[config.mk]
export PLATFORM = sky130hd
export DESIGN_NAME = ps2_host_tx_flat
export DESIGN_NICKNAME = d
export VERILOG_FILES = /design/src/rtl/ps2_host_tx_pkg.sv /design/src/rtl/ps2_host_tx_if.sv /design/src/rtl/ps2_host_tx_edge_sync.sv /design/src/rtl/ps2_host_tx.sv /design/src/flat_wrapper.sv
export SDC_FILE = /design/constraint.sdc
export NUM_CORES = 1
export LEC_CHECK = 0
export BUFFER_PORTS_ARGS = -buffer_cell sky130_fd_sc_hd__buf_2
export CORE_MARGIN = 4
export CORE_UTILIZATION = 50
export DETAILED_ROUTE_END_ITERATION = 8
export PLACE_DENSITY = 0.71
export SKIP_LAST_GASP = 1
export SLEW_MARGIN = 0
export SYNTH_ARGS = -nofsm -noshare
export SYNTH_HDL_FRONTEND = slang
export SYNTH_HIERARCHICAL = 1
export SYNTH_SLANG_ARGS = --single-unit
export TNS_END_PERCENT = 30
[constraint.sdc]
create_clock -name clk_i -period 2.1 [get_ports clk_i]
set_input_delay 0.315 -clock clk_i [delete_from_list [all_inputs] [get_ports clk_i]]
set_output_delay 0.315 -clock clk_i [all_outputs]
set_load 0.1 [all_outputs]
[src/rtl/ps2_host_tx_pkg.sv]
// Shared PS/2 definitions: FSM state encoding, frame constants, command bytes.
// Also used by the PS/2 receive path so both sides agree on framing.
package ps2_host_tx_pkg;

    typedef enum logic [2:0] {
        ST_IDLE    = 3'd0,
        ST_INHIBIT = 3'd1,
        ST_RTS     = 3'd2,
        ST_SHIFT   = 3'd3,
        ST_ACK     = 3'd4,
        ST_WAITREL = 3'd5
    } state_e;

    localparam int FRAME_LEN = 11;

    localparam logic [7:0] CMD_ENABLE_REPORTING = 8'hF4;
    localparam logic [7:0] CMD_RESET            = 8'hFF;
    localparam logic [7:0] CMD_SET_DEFAULTS     = 8'hF6;

    // Host-shifted part of the frame: {stop, odd parity, data}; start bit is sent separately.
    function automatic logic [9:0] make_frame(input logic [7:0] data);
        return {1'b1, ~^data, data};
    endfunction

endpackage

[src/rtl/ps2_host_tx_if.sv]
// Command handshake plus the open-drain PS/2 pin pair of the host transmitter.
// slave = transmitter side, master = sequencer / pad side.
interface ps2_host_tx_if;
    import ps2_host_tx_pkg::*;

    logic [7:0] txdata;
    logic       txstart;
    logic       busy;
    logic       txdone;
    logic       txerr;
    logic       ps2clk_in;
    logic       ps2data_in;
    logic       ps2clk_oe;
    logic       ps2data_oe;

    modport slave (
        input  txdata, txstart, ps2clk_in, ps2data_in,
        output busy, txdone, txerr, ps2clk_oe, ps2data_oe
    );

    modport master (
        output txdata, txstart, ps2clk_in, ps2data_in,
        input  busy, txdone, txerr, ps2clk_oe, ps2data_oe
    );

endinterface

[src/rtl/ps2_host_tx_edge_sync.sv]
// Two-flop synchronizers for the PS/2 clock/data pins and a clock falling-edge pulse.
// Flops reset to 1 (idle bus level) so leaving reset never fakes a falling edge.
module ps2_edge_sync (
    input  logic clk_i,
    input  logic rst_i,
    input  logic ps2clk_i,
    input  logic ps2data_i,
    output logic clk_sync_o,
    output logic data_sync_o,
    output logic fall_o
);

    logic clk_meta_q, clk_sync_q, clk_prev_q;
    logic data_meta_q, data_sync_q;

    always_ff @(posedge clk_i or posedge rst_i) begin
        if (rst_i) begin
            clk_meta_q  <= 1'b1;
            clk_sync_q  <= 1'b1;
            clk_prev_q  <= 1'b1;
            data_meta_q <= 1'b1;
            data_sync_q <= 1'b1;
        end else begin
            clk_meta_q  <= ps2clk_i;
            clk_sync_q  <= clk_meta_q;
            clk_prev_q  <= clk_sync_q;
            data_meta_q <= ps2data_i;
            data_sync_q <= data_meta_q;
        end
    end

    assign clk_sync_o  = clk_sync_q;
    assign data_sync_o = data_sync_q;
    assign fall_o      = clk_prev_q & ~clk_sync_q;

endmodule

[src/rtl/ps2_host_tx.sv]
// PS/2 host-to-device byte transmitter: clock inhibit, request-to-send, device-clocked
// shift of data/parity/stop, ack check, and a shared inhibit/timeout counter.
module ps2_host_tx
    import ps2_host_tx_pkg::*;
#(
    parameter int CLKFREQ    = 50_000_000,
    parameter int INHIBIT_US = 100,
    parameter int TIMEOUT_MS = 15
) (
    input  logic             clk_i,
    input  logic             rst_i,
    ps2_host_tx_if.slave     bus_io
);

    localparam int INH_CYC = CLKFREQ / 1_000_000 * INHIBIT_US;
    localparam int TO_CYC  = CLKFREQ / 1000 * TIMEOUT_MS;
    localparam int CNT_MAX = (INH_CYC > TO_CYC) ? INH_CYC : TO_CYC;
    localparam int CNT_W   = $clog2(CNT_MAX + 1);
    localparam logic [CNT_W-1:0] INH_LAST = CNT_W'(INH_CYC - 1);
    localparam logic [CNT_W-1:0] TO_LAST  = CNT_W'(TO_CYC - 1);

    state_e           state_q, state_d;
    logic [CNT_W-1:0] cnt_q, cnt_d;
    logic [3:0]       bitcnt_q, bitcnt_d;
    logic [9:0]       frame_q, frame_d;
    logic             clk_oe_q, clk_oe_d;
    logic             data_oe_q, data_oe_d;
    logic             done_q, done_d;
    logic             err_q, err_d;

    logic clk_sync, data_sync, fall;

    ps2_edge_sync u_sync (
        .clk_i       (clk_i),
        .rst_i       (rst_i),
        .ps2clk_i    (bus_io.ps2clk_in),
        .ps2data_i   (bus_io.ps2data_in),
        .clk_sync_o  (clk_sync),
        .data_sync_o (data_sync),
        .fall_o      (fall)
    );

    always_ff @(posedge clk_i or posedge rst_i) begin
        if (rst_i) begin
            state_q   <= ST_IDLE;
            cnt_q     <= '0;
            bitcnt_q  <= '0;
            frame_q   <= '0;
            clk_oe_q  <= 1'b0;
            data_oe_q <= 1'b0;
            done_q    <= 1'b0;
            err_q     <= 1'b0;
        end else begin
            state_q   <= state_d;
            cnt_q     <= cnt_d;
            bitcnt_q  <= bitcnt_d;
            frame_q   <= frame_d;
            clk_oe_q  <= clk_oe_d;
            data_oe_q <= data_oe_d;
            done_q    <= done_d;
            err_q     <= err_d;
        end
    end

    always_comb begin
        state_d   = state_q;
        cnt_d     = cnt_q;
        bitcnt_d  = bitcnt_q;
        frame_d   = frame_q;
        clk_oe_d  = clk_oe_q;
        data_oe_d = data_oe_q;
        done_d    = 1'b0;
        err_d     = 1'b0;

        case (state_q)
            ST_IDLE: begin
                clk_oe_d  = 1'b0;
                data_oe_d = 1'b0;
                if (bus_io.txstart) begin
                    frame_d  = make_frame(bus_io.txdata);
                    cnt_d    = '0;
                    bitcnt_d = '0;
                    clk_oe_d = 1'b1;
                    state_d  = ST_INHIBIT;
                end
            end
            ST_INHIBIT: begin
                // Release clock and pull data (start bit) in the same cycle.
                if (cnt_q == INH_LAST) begin
                    cnt_d     = '0;
                    clk_oe_d  = 1'b0;
                    data_oe_d = 1'b1;
                    state_d   = ST_RTS;
                end else begin
                    cnt_d = cnt_q + 1'b1;
                end
            end
            ST_RTS: begin
                if (fall) begin
                    data_oe_d = ~frame_q[0];
                    frame_d   = {1'b0, frame_q[9:1]};
                    bitcnt_d  = 4'd1;
                    state_d   = ST_SHIFT;
                end
            end
            ST_SHIFT: begin
                // The fall that puts out the stop bit (bitcnt 9) is the 10th device fall.
                if (fall) begin
                    data_oe_d = ~frame_q[0];
                    frame_d   = {1'b0, frame_q[9:1]};
                    bitcnt_d  = bitcnt_q + 4'd1;
                    if (bitcnt_q == 4'd9) begin
                        state_d = ST_ACK;
                    end
                end
            end
            ST_ACK: begin
                if (fall) begin
                    if (data_sync) begin
                        err_d   = 1'b1;
                        state_d = ST_IDLE;
                    end else begin
                        state_d = ST_WAITREL;
                    end
                end
            end
            ST_WAITREL: begin
                if (clk_sync && data_sync) begin
                    done_d  = 1'b1;
                    state_d = ST_IDLE;
                end
            end
            default: begin
                clk_oe_d  = 1'b0;
                data_oe_d = 1'b0;
                state_d   = ST_IDLE;
            end
        endcase

        // Device-clocked phases share one watchdog, restarted by every falling edge.
        if (state_q == ST_RTS || state_q == ST_SHIFT ||
            state_q == ST_ACK || state_q == ST_WAITREL) begin
            if (fall) begin
                cnt_d = '0;
            end else if (cnt_q == TO_LAST) begin
                cnt_d     = '0;
                clk_oe_d  = 1'b0;
                data_oe_d = 1'b0;
                done_d    = 1'b0;
                err_d     = 1'b1;
                state_d   = ST_IDLE;
            end else begin
                cnt_d = cnt_q + 1'b1;
            end
        end
    end

    assign bus_io.ps2clk_oe  = clk_oe_q;
    assign bus_io.ps2data_oe = data_oe_q;
    assign bus_io.busy       = (state_q != ST_IDLE);
    assign bus_io.txdone     = done_q;
    assign bus_io.txerr      = err_q;

endmodule

[src/flat_wrapper.sv]
// flat-port wrapper written by rule: the top's interface ports become plain ports
module ps2_host_tx_flat import ps2_host_tx_pkg::*;
#(
    parameter int CLKFREQ    = 50_000_000,
    parameter int INHIBIT_US = 100,
    parameter int TIMEOUT_MS = 15
)
  (clk_i, rst_i, bus_io_txdata, bus_io_txstart, bus_io_ps2clk_in, bus_io_ps2data_in, bus_io_busy, bus_io_txdone, bus_io_txerr, bus_io_ps2clk_oe, bus_io_ps2data_oe);
  ps2_host_tx_if bus_io_i ();
  input  logic clk_i;
  input  logic rst_i;
  input wire logic [$bits(bus_io_i.txdata)-1:0] bus_io_txdata;
  input wire logic [$bits(bus_io_i.txstart)-1:0] bus_io_txstart;
  input wire logic [$bits(bus_io_i.ps2clk_in)-1:0] bus_io_ps2clk_in;
  input wire logic [$bits(bus_io_i.ps2data_in)-1:0] bus_io_ps2data_in;
  output wire logic [$bits(bus_io_i.busy)-1:0] bus_io_busy;
  output wire logic [$bits(bus_io_i.txdone)-1:0] bus_io_txdone;
  output wire logic [$bits(bus_io_i.txerr)-1:0] bus_io_txerr;
  output wire logic [$bits(bus_io_i.ps2clk_oe)-1:0] bus_io_ps2clk_oe;
  output wire logic [$bits(bus_io_i.ps2data_oe)-1:0] bus_io_ps2data_oe;
  assign bus_io_i.txdata = bus_io_txdata;
  assign bus_io_i.txstart = bus_io_txstart;
  assign bus_io_i.ps2clk_in = bus_io_ps2clk_in;
  assign bus_io_i.ps2data_in = bus_io_ps2data_in;
  assign bus_io_busy = bus_io_i.busy;
  assign bus_io_txdone = bus_io_i.txdone;
  assign bus_io_txerr = bus_io_i.txerr;
  assign bus_io_ps2clk_oe = bus_io_i.ps2clk_oe;
  assign bus_io_ps2data_oe = bus_io_i.ps2data_oe;
  ps2_host_tx #(.CLKFREQ(CLKFREQ), .INHIBIT_US(INHIBIT_US), .TIMEOUT_MS(TIMEOUT_MS)) u_core (.clk_i(clk_i), .rst_i(rst_i), .bus_io(bus_io_i));
endmodule
# --- Yosys cells after proc, flatten, opt, wreduce, memory -nomap -nowiden ---
# Index checks and enable logic that the tools add are counted.
word_totals:
  latchBits: 0
  rom_bits: 0
  ramBits: 0
  out_inout_bits: 5
  word_cells: 95
  mem_count: 0
  regBits: 46
op_classes:
  div_mod_pow: 0
  magnitude_cmp: 0
  n_eq_ne: 13
  n_mux: 48
  mul: 0
  bitwise: 3
  reduce_logical: 16
  n_shift: 0
  addsub: 2
op_table:
  columns: ["operator", "n"]
  rows:
  - ["20-bit 2-to-1 mux", 5]
  - ["20-bit one-hot mux with 2 select lines", 1]
  - ["3-bit 2-to-1 mux", 11]
  - ["1-bit 2-to-1 mux", 21]
  - ["20-bit by 1-bit adder with 20-bit output (second input constant)", 1]
  - ["20-bit by 13-bit equality test with 1-bit output (second input constant)", 1]
  - ["20-bit equality test (second input constant)", 1]
  - ["10-bit 2-to-1 mux", 2]
  - ["10-bit one-hot mux with 2 select lines", 1]
  - ["3-bit one-hot mux with 6 select lines", 1]
  - ["4-bit 2-to-1 mux", 3]
  - ["4-bit one-hot mux with 3 select lines", 1]
  - ["3-bit nonzero test", 3]
  - ["8-bit XNOR reduction", 1]
  - ["3-bit by 2-bit equality test with 1-bit output (second input constant)", 2]
  - ["3-bit equality test (second input constant)", 2]
  - ["2-bit by 1-bit inequality test with 1-bit output (second input constant)", 3]
  - ["1-bit one-hot mux with 3 select lines", 2]
  - ["4-bit by 1-bit adder with 4-bit output (second input constant)", 1]
  - ["4-bit equality test (second input constant)", 1]
  - ["4-bit AND reduction", 1]
  - ["2-bit OR reduction", 2]
  - ["4-bit OR reduction", 1]
  - ["3-bit by 1-bit equality test with 1-bit output (second input constant)", 1]
  - ["other kinds (10)", 13]

# --- Depth between registers and ports, before layout ---
# Gate-level depths: netlist (run 1).
logic_depth:
  ltp_word: 7
  ltp_mapped: 9

# --- Hierarchy ---
# The synthesis (run 1) kept the hierarchy.
by_module_without_submodules:
  columns: ["module", "seq_area_each_um2", "area_per_inst_um2", "n_inst", "cells_per_inst"]
  rows:
  - ["ps2_host_tx", 1026.0, 2491.1, 1, 284]
  - ["ps2_edge_sync", 131.4, 148.9, 1, 7]

# --- Worst setup path after synthesis (run 1) ---
# No wires, ideal clock.
synth_path:
  path_kind: "register to register"
  startpoint: "register u_core.state_q[1]"
  endpoint: "register u_core.cnt_q[10]"
  t_arrival_ns: 1.939
  setup_ns: 0.104
  t_required_ns: 1.996
  path_slack_ns: 0.057
  path_stages_with_launch: 8
  n_path_buf: 1
  cell_sequence: "dfrtp_1 -> buf_2 -> inv_1 -> ha_1 -> nor2_1 -> o2bb2ai_1 -> nand2_1 -> o311ai_1"
synth_via:
  elab_chain_len: 6
synth_lines:
  columns: ["item", "line_no", "text"]
  rows:
  - ["from (decl)", "ps2_host_tx.sv:22", "state_e state_q, state_d;"]
  - ["from (signal assigned)", "ps2_host_tx.sv:54", "state_q <= state_d;"]
  - ["3-bit by 2-bit equality test with 1-bit output", "ps2_host_tx.sv:141", "if (state_q == ST_RTS || state_q == ST_SHIFT ||"]
  - ["1-bit logical OR (2 in series)", "ps2_host_tx.sv:141", null]
  - ["1-bit logical OR", "ps2_host_tx.sv:142", "state_q == ST_ACK || state_q == ST_WAITREL) begin"]
  - ["3-bit by 2-bit inequality test with 1-bit output (no line) or 3-bit nonzero test (tied branches)", null, null]
  - ["2-bit AND reduction (no line)", null, null]
  - ["to (signal assigned)", "ps2_host_tx.sv:55", "cnt_q <= cnt_d;"]
  - ["to (decl)", "ps2_host_tx.sv:23", "logic [CNT_W-1:0] cnt_q, cnt_d;"]
# Parallel ways exist; a longest one is shown, timed or not.
# A chain may end at the register's enable or synchronous reset.

# --- Final worst setup path (run 1) ---
layout_path:
  startpoint: "register u_core.cnt_q[15]"
  endpoint: "register u_core.cnt_q[13]"
layout_via:
  elab_chain_len: 4
layout_lines:
  columns: ["item", "line_no"]
  rows:
  - ["20-bit by 13-bit equality test with 1-bit output or 20-bit equality test (tied branches)", "ps2_host_tx.sv:89, ps2_host_tx.sv:145"]
  - ["20-bit 2-to-1 mux (on tied branches)", "ps2_host_tx.sv:89, ps2_host_tx.sv:145"]
  - ["20-bit one-hot mux with 2 select lines or 20-bit 2-to-1 mux (tied branches)", "ps2_host_tx.sv:75, ps2_host_tx.sv:143"]
  - ["20-bit 2-to-1 mux *", "ps2_host_tx.sv:141"]
# Mark *: on every way between the ends. The rest lies on a longest branch, timed or not.

==> out/qor.yml, run 1 <==
status: "finished with violations"
violations: "negative setup slack"
layout.filler_cells: 450
cp_max_fo: 7
ios: 18
critPathArrivalTime_ps: 2290
synth-compound-area-share_pct: 19.2
syn_area_mm2: 0.00264
r2r-end: "u_core/cnt_q[13]"
synthDistinctLibCells: 52
htree_levels: 2
yosysSeqAreaShare_pct: 43.8
die_w_um: 80.7
die_area_mm2: 0.00651
mappedNetlistNets: 311
drtAntennaViolNets: 0
synth_adder_area_share_pct: 3.32
antenna_found_initial: 0
critical_path_class: "reg2reg"
cts_root_buffer: "clkbuf_8"
tritoncts: "yes"
coreArea_mm2: 0.00511
synthMuxAreaShare_pct: 3.41
drv_cap: 0
grt_pass1_wl_mm: 10.4
hold_slack_ps: 105
avgSynthCellArea_um2: 9.07
start_util_pct: 51.7
cts_made_buffers: 5
irDropWorstVdd_mv: 0.335
cp-end-kind: "flip-flop"
synth_top_family_by_area: "simple AND/OR/NAND/NOR gates"
reg2reg_slack_ps: -10
drt-pass1-iter-count: 4
yosysWarnings: 6
clkTransAtPathRegs_ps: 80
grt_pass1_vias: 2209
timing.final.crit_share_pct: 100
post_drt_wl_per_cell_um: 14.9
place_area_mm2: 0.00295
grt_usage_pct: 20.6
diodes: 0
viasPerCell: 5.71
fmax_mhz: 474
fp-row-count: 26
port_buffers: 17
place.gp.congestion: 0.871
worst_pin_slew_ps: 606
dr.first_iter.drc_count: 178
fin_crit_ps: 2110
crit_path_start: "u_core/cnt_q[15]"
dr_total_vias: 2301
mostFrequentLayoutCells: "39 x dfrtp_1, 30 x nand2_1, 27 x buf_4"
setup_viol: 4
hold_viol: 0
post-route-drc-count: 0
grt_max_degree: 35
synthCells: 291
required_ps: 2280
wl_mm: 6.02
fin_nets: 352
fin_area_mm2: 0.00315
slew_violations: 0
p_leak_nw: 1.38
synth_xor_area_share_pct: 3.32
min_path_type: "in2reg"
relSlewSlack_pct: 59.3
skew_ps: 9.49
endpoint: "u_core/cnt_q[13]"
synthToLayoutAreaGrowth_pct: 19.3
fin_util_pct: 61.7
synth_seq_cells: 46
rsz0062_at_grt: "yes"
synth-simple-area-share_pct: 22.8
clock_latency_ps: 300
cts_buffer_depth: 2
cp-start-kind: "flip-flop"
drive_gt1_share_pct: 23.4
dp_hpwl_mm: 4.27
layout_commonest_cell: "dfrtp_1"
worst_slack_ps: -10.5
report.power.total_mw: 1.68
reg2reg_depth: 7
die_h_um: 80.7
p_per_area_mw_per_mm2: 533
grt-ovfl-total: 0
clock_sinks: 46
r2r_start: "u_core/cnt_q[15]"
## power breakdown
group	total (mW)	internal (mW)	leakage [nW]	switching (mW)
combinational	0.106	0.0469	0.756	0.0586
sequential	0.921	0.909	0.562	0.0126
clock	0.651	0.350	0.0579	0.301
total	1.68	1.31	1.38	0.372
## worst min path at each step
stage                startpoint                        to  cells past startpoint
6_report       bus_io_ps2clk_in  u_core/u_sync/clk_meta_q                      1
5_1_grt        bus_io_ps2clk_in  u_core/u_sync/clk_meta_q                      1
4_1_cts        bus_io_ps2clk_in  u_core/u_sync/clk_meta_q                      1
3_5_place_dp              rst_i       u_core/bus_io.txerr                      2
3_3_place_gp              rst_i       u_core/bus_io.txerr                      2
2_1_floorplan             rst_i  u_core/u_sync/clk_meta_q                      1
## stage by stage
step	setup WS, ps	instances	setup TNS [ps]
after global routing	-104	403	-1130
after global placement	-61.0	390	-232
after floorplan	56.8	291	0
final	-10.5	403	-30.5
after detailed placement	-133	390	-1030
after CTS	12.8	402	0
## cells in the mapped netlist, drive strengths merged
master	count	area [um^2]
dfrtp	41	1030
nand2	31	116
nor2	26	100
o21ai	25	125
a21oi	23	115
nand3	13	70.1
inv	10	37.5
mux2i	9	90.1
nand4	9	56.3
nor4	8	56.3
and3	7	46.3
buf	7	40.0
clkbuf	7	30.0
ha	7	87.6
nor3	7	35.0
a22o	6	53.8
xnor2	6	52.6
a2bb2oi	5	61.3
dfstp	5	131
nand2b	4	25.0
o31ai	4	30.0
xor2	4	35.0
nor2b	3	26.3
o2bb2ai	3	26.3
a21o	2	15.0
a22oi	2	15.0
a31oi	2	12.5
nor4b	2	17.5
o311ai	2	17.5
a211oi	1	12.5
and2	1	6.26
and2b	1	8.76
and4b	1	10.0
nand3b	1	7.51
nor3b	1	7.51
o211ai	1	7.51
o22ai	1	6.26
o41ai	1	8.76
or3	1	6.26
or4	1	7.51
## registers in the layout (all words and copies together), names as in the netlist, 3 cells and up
register / cells
u_core/cnt_q: 20
u_core/bitcnt_q: 4
u_core/state_q: 3
u_core/frame_q: 10
## area by class of cell
| cell class | instances | area [um^2] | area share, % |
|---|---|---|---|
| multi-input combinational | 221 | 1410 | 44.7 |
| sequential | 46 | 1160 | 36.8 |
| timing repair buffer | 48 | 349 | 11.1 |
| tap | 70 | 87.6 | 2.78 |
| clock buffer | 5 | 68.8 | 2.19 |
| clock inverter | 3 | 40.0 | 1.27 |
| inverter | 10 | 37.5 | 1.19 |
## timing repair
item,4_1_cts,5_1_grt
hold buffers,1,0
buffers inserted,3,1
gates resized for setup,3,6
endpoints found under the hold margin,7,0
pin swaps,2,3
setup endpoints to repair,11,29
## per-layer routing
metal  track usage [%]  up-vias  share of wire, %
li1                  -     1140                 -
met1              26.6     1110                47
met2              33.9       40                48
met3              4.26       11               3.1
met4              7.43        0               2.0
met5                 0        -                 0
## critical path: stages (launching register included)
cell,delay (ps)
dfrtp_1,410
or3_1,390
nor4_2,160
nand4_1,250
a2bb2oi_4,340
buf_6,140
o21ai_0,90
a22o_1,210
## cells by family (layout without fill, tap and decap cells)
logic type / count (synthesis) / count (layout)
buffers and inverters: 24 / 66
AOI/OAI and AO/OA: 78 / 78
and+or+nand+nor: 117 / 117
xor gates and xnor gates: 10 / 10
DFF: 46 / 46
muxes: 9 / 9
adders and majority gates: 7 / 7
(Power assumes the default switching activity.)
==> inputs of run 2 (changes only) <==
SYNTH_HIERARCHICAL = not set   (was 1)
==> out/qor.yml, run 2 <==
irDropWorstVdd_mv: 0.292
p_per_area_mw_per_mm2: 577
required_ps: 1780
critPathArrivalTime_ps: 1670
avgSynthCellArea_um2: 9.46
synth_top_cell_area_share_pct: 40.9
fp-row-count: 25
skew_ps: 11.5
die_area_mm2: 0.00621
mostFrequentLayoutCells: "43 x nand2_1, 40 x dfrtp_1, 31 x nor2_1"
synth_seq_cells: 46
layout.filler_cells: 419
clkTransAtPathRegs_ps: 90
port_buffers: 17
fmax_mhz: 503
ys_top_cells_by_area: "dfrtp_1 41%, nand2_1 6.4%, xnor2_1 5.6%"
drtAntennaViolNets: 0
critical_path.max_stage_delay_ps: 490
dp_hpwl_mm: 3.50
cp-end-kind: "output pin"
relSlewSlack_pct: 61.3
crit_chain: "buf_4 > or3_1 > clkbuf_4"
place.gp.congestion: 0.862
largest_register_ffs: 20
cp_max_fo: 10
ios: 18
switching_share_pct: 23.1
yosysSeqAreaShare_pct: 46.2
r2r_start: "u_core.state_q[2]"
ys.flop_type: "dfrtp_1"
synthCells: 265
cts_buffer_depth: 2
timing.final.crit_share_pct: 94.6
syn_area_mm2: 0.00251
clock_latency_ps: 300
fin_crit_ps: 1990
reg_top3: "u_core.cnt_q (20), u_core.frame_q (10), u_core.bitcnt_q (4)"
synth_edf_count: 0
layout_commonest_cell: "nand2_1"
synthToLayoutAreaGrowth_pct: 13.7
p_int_mw: 1.26
tritoncts: "yes"
synth_area_leader_cell: "dfrtp_1"
clock_sinks: 46
htree_levels: 2
status: "finished, final reports clean"
wl_mm: 4.84
drt-pass1-iter-count: 4
fin_area_mm2: 0.00285
mappedNetlistNets: 281
tns_ps: 0
hold_viol: 0
post_drt_wl_per_cell_um: 13.4
placed_cells: 352
antenna_found_initial: 0
diodes: 0
grt-ovfl-total: 0
viasPerCell: 5.52
place_area_mm2: 0.00274
combPwrFrac_pct: 6.5
dr_total_vias: 1986
p_leak_nw: 1.23
reg2reg_depth: 5
synth-async-reset-ratio_pct: 100
crit_family: "flip-flops"
min_path_type: "in2async"
synth_most_common_cell: "nand2_1"
critical_path_class: "reg2out"
reg2reg_slack_ps: 230
start_util_pct: 52.4
yosysWarnings: 0
grt_pass1_wl_mm: 8.94
cts_root_buffer: "clkbuf_8"
coreArea_mm2: 0.00479
post-route-drc-count: 0
drv_cap: 0
r2r-end: "u_core.cnt_q[19]"
worst_pin_slew_ps: 580
dr.first_iter.drc_count: 241
grt_pass1_vias: 1901
cp-start-kind: "flip-flop"
fin_nets: 308
sequentialPowerShare_pct: 57.2
stdcell_count: 360
drive_gt1_share_pct: 19.8
synthDistinctLibCells: 47
synth_common_cells: "43 x nand2_1, 41 x dfrtp_1, 31 x nor2_1"
regMostFlops: "u_core.cnt_q"
setup_viol: 0
rsz0062_at_grt: "no"
cts_made_buffers: 5
slew_violations: 0
die_h_um: 78.8
grt_max_degree: 28
clkPwrFrac_pct: 36.3
die_w_um: 78.8
path_buf_inv: 2
p_switching_mw: 0.379
cts_hold_buf: 0
cpMaxStageDelayCell: "dfrtp_2"
grt_usage_pct: 18.0
-- run 2: power groups by stage --
stage / clock network [mW] / logic (mW) / registers (mW)
floorplan: 0 / 0.0726 / 0.950
global placement: 0 / 0.108 / 0.955
detailed placement: 0 / 0.108 / 0.956
CTS: 0.612 / 0.109 / 0.939
global route: 0.659 / 0.122 / 0.944
finish: 0.597 / 0.107 / 0.939
-- run 2: layout make-up --
cell class	instances	area, um^2	area share (%)
clock inverter	1	8.76	0.307
multi-input combinational	202	1260	44.3
tap	67	83.8	2.94
timing repair buffer	31	218	7.64
inverter	6	22.5	0.791
clock buffer	7	96.3	3.38
sequential	46	1160	40.7
-- run 2: cells by family (layout without fill, tap and decap cells) --
| logic type | Yosys count | count (layout) | share of synthesized area (%) |
|---|---|---|---|
| and+or+nand+nor | 131 | 131 | 28.4 |
| DFF | 46 | 46 | 46.2 |
| AOI/OAI and AO/OA | 45 | 45 | 12.4 |
| xor gates and xnor gates | 23 | 23 | 8.04 |
| buffers and inverters | 17 | 45 | 3.49 |
| adders and majority gates | 3 | 3 | 1.50 |
-- run 2: timing repair --
| item | 4_1_cts | 5_1_grt |
|---|---|---|
| endpoints found under the setup margin | 0 | 1 |
| hold endpoints to repair | 0 | 0 |
| gates resized for setup | 0 | 2 |
| buffers inserted | 0 | 0 |
-- run 2: worst max path at each step --
stage	slack [ps]	to	cells after the start	from
2_1_floorplan	250	u_core.frame_q[9]	4	u_core.state_q[1]
3_3_place_gp	260	u_core.cnt_q[10]	7	u_core.state_q[2]
3_5_place_dp	240	u_core.bitcnt_q[3]	6	u_core.state_q[1]
4_1_cts	60	bus_io_busy	3	u_core.state_q[1]
5_1_grt	50	bus_io_busy	3	u_core.state_q[1]
6_report	110	bus_io_busy	3	u_core.state_q[1]
-- run 2: per-layer routing --
layer  GRT usage [%]  part of all wire, %  vias to the layer above
met5               0                    0                        -
met3            4.08                  4.9                        8
met4            6.12                 0.99                        0
met2            26.1                   45                       53
li1                -                    -                      981
met1            26.5                   49                      944
-- run 2: stage by stage --
| step | setup slack, ps | utilization, % | power, mW | hold WS (ps) |
|---|---|---|---|---|
| detailed placement | 237 | 57.3 | 1.06 | 347 |
| global route | 54.1 | 59.5 | 1.72 | 92.5 |
| finish | 113 | 59.5 | 1.64 | 65.6 |
| global placement | 264 | 57.3 | 1.06 | 347 |
| CTS | 55.6 | 59.5 | 1.66 | 91.5 |
| floorplan | 253 | - | 1.02 | 319 |
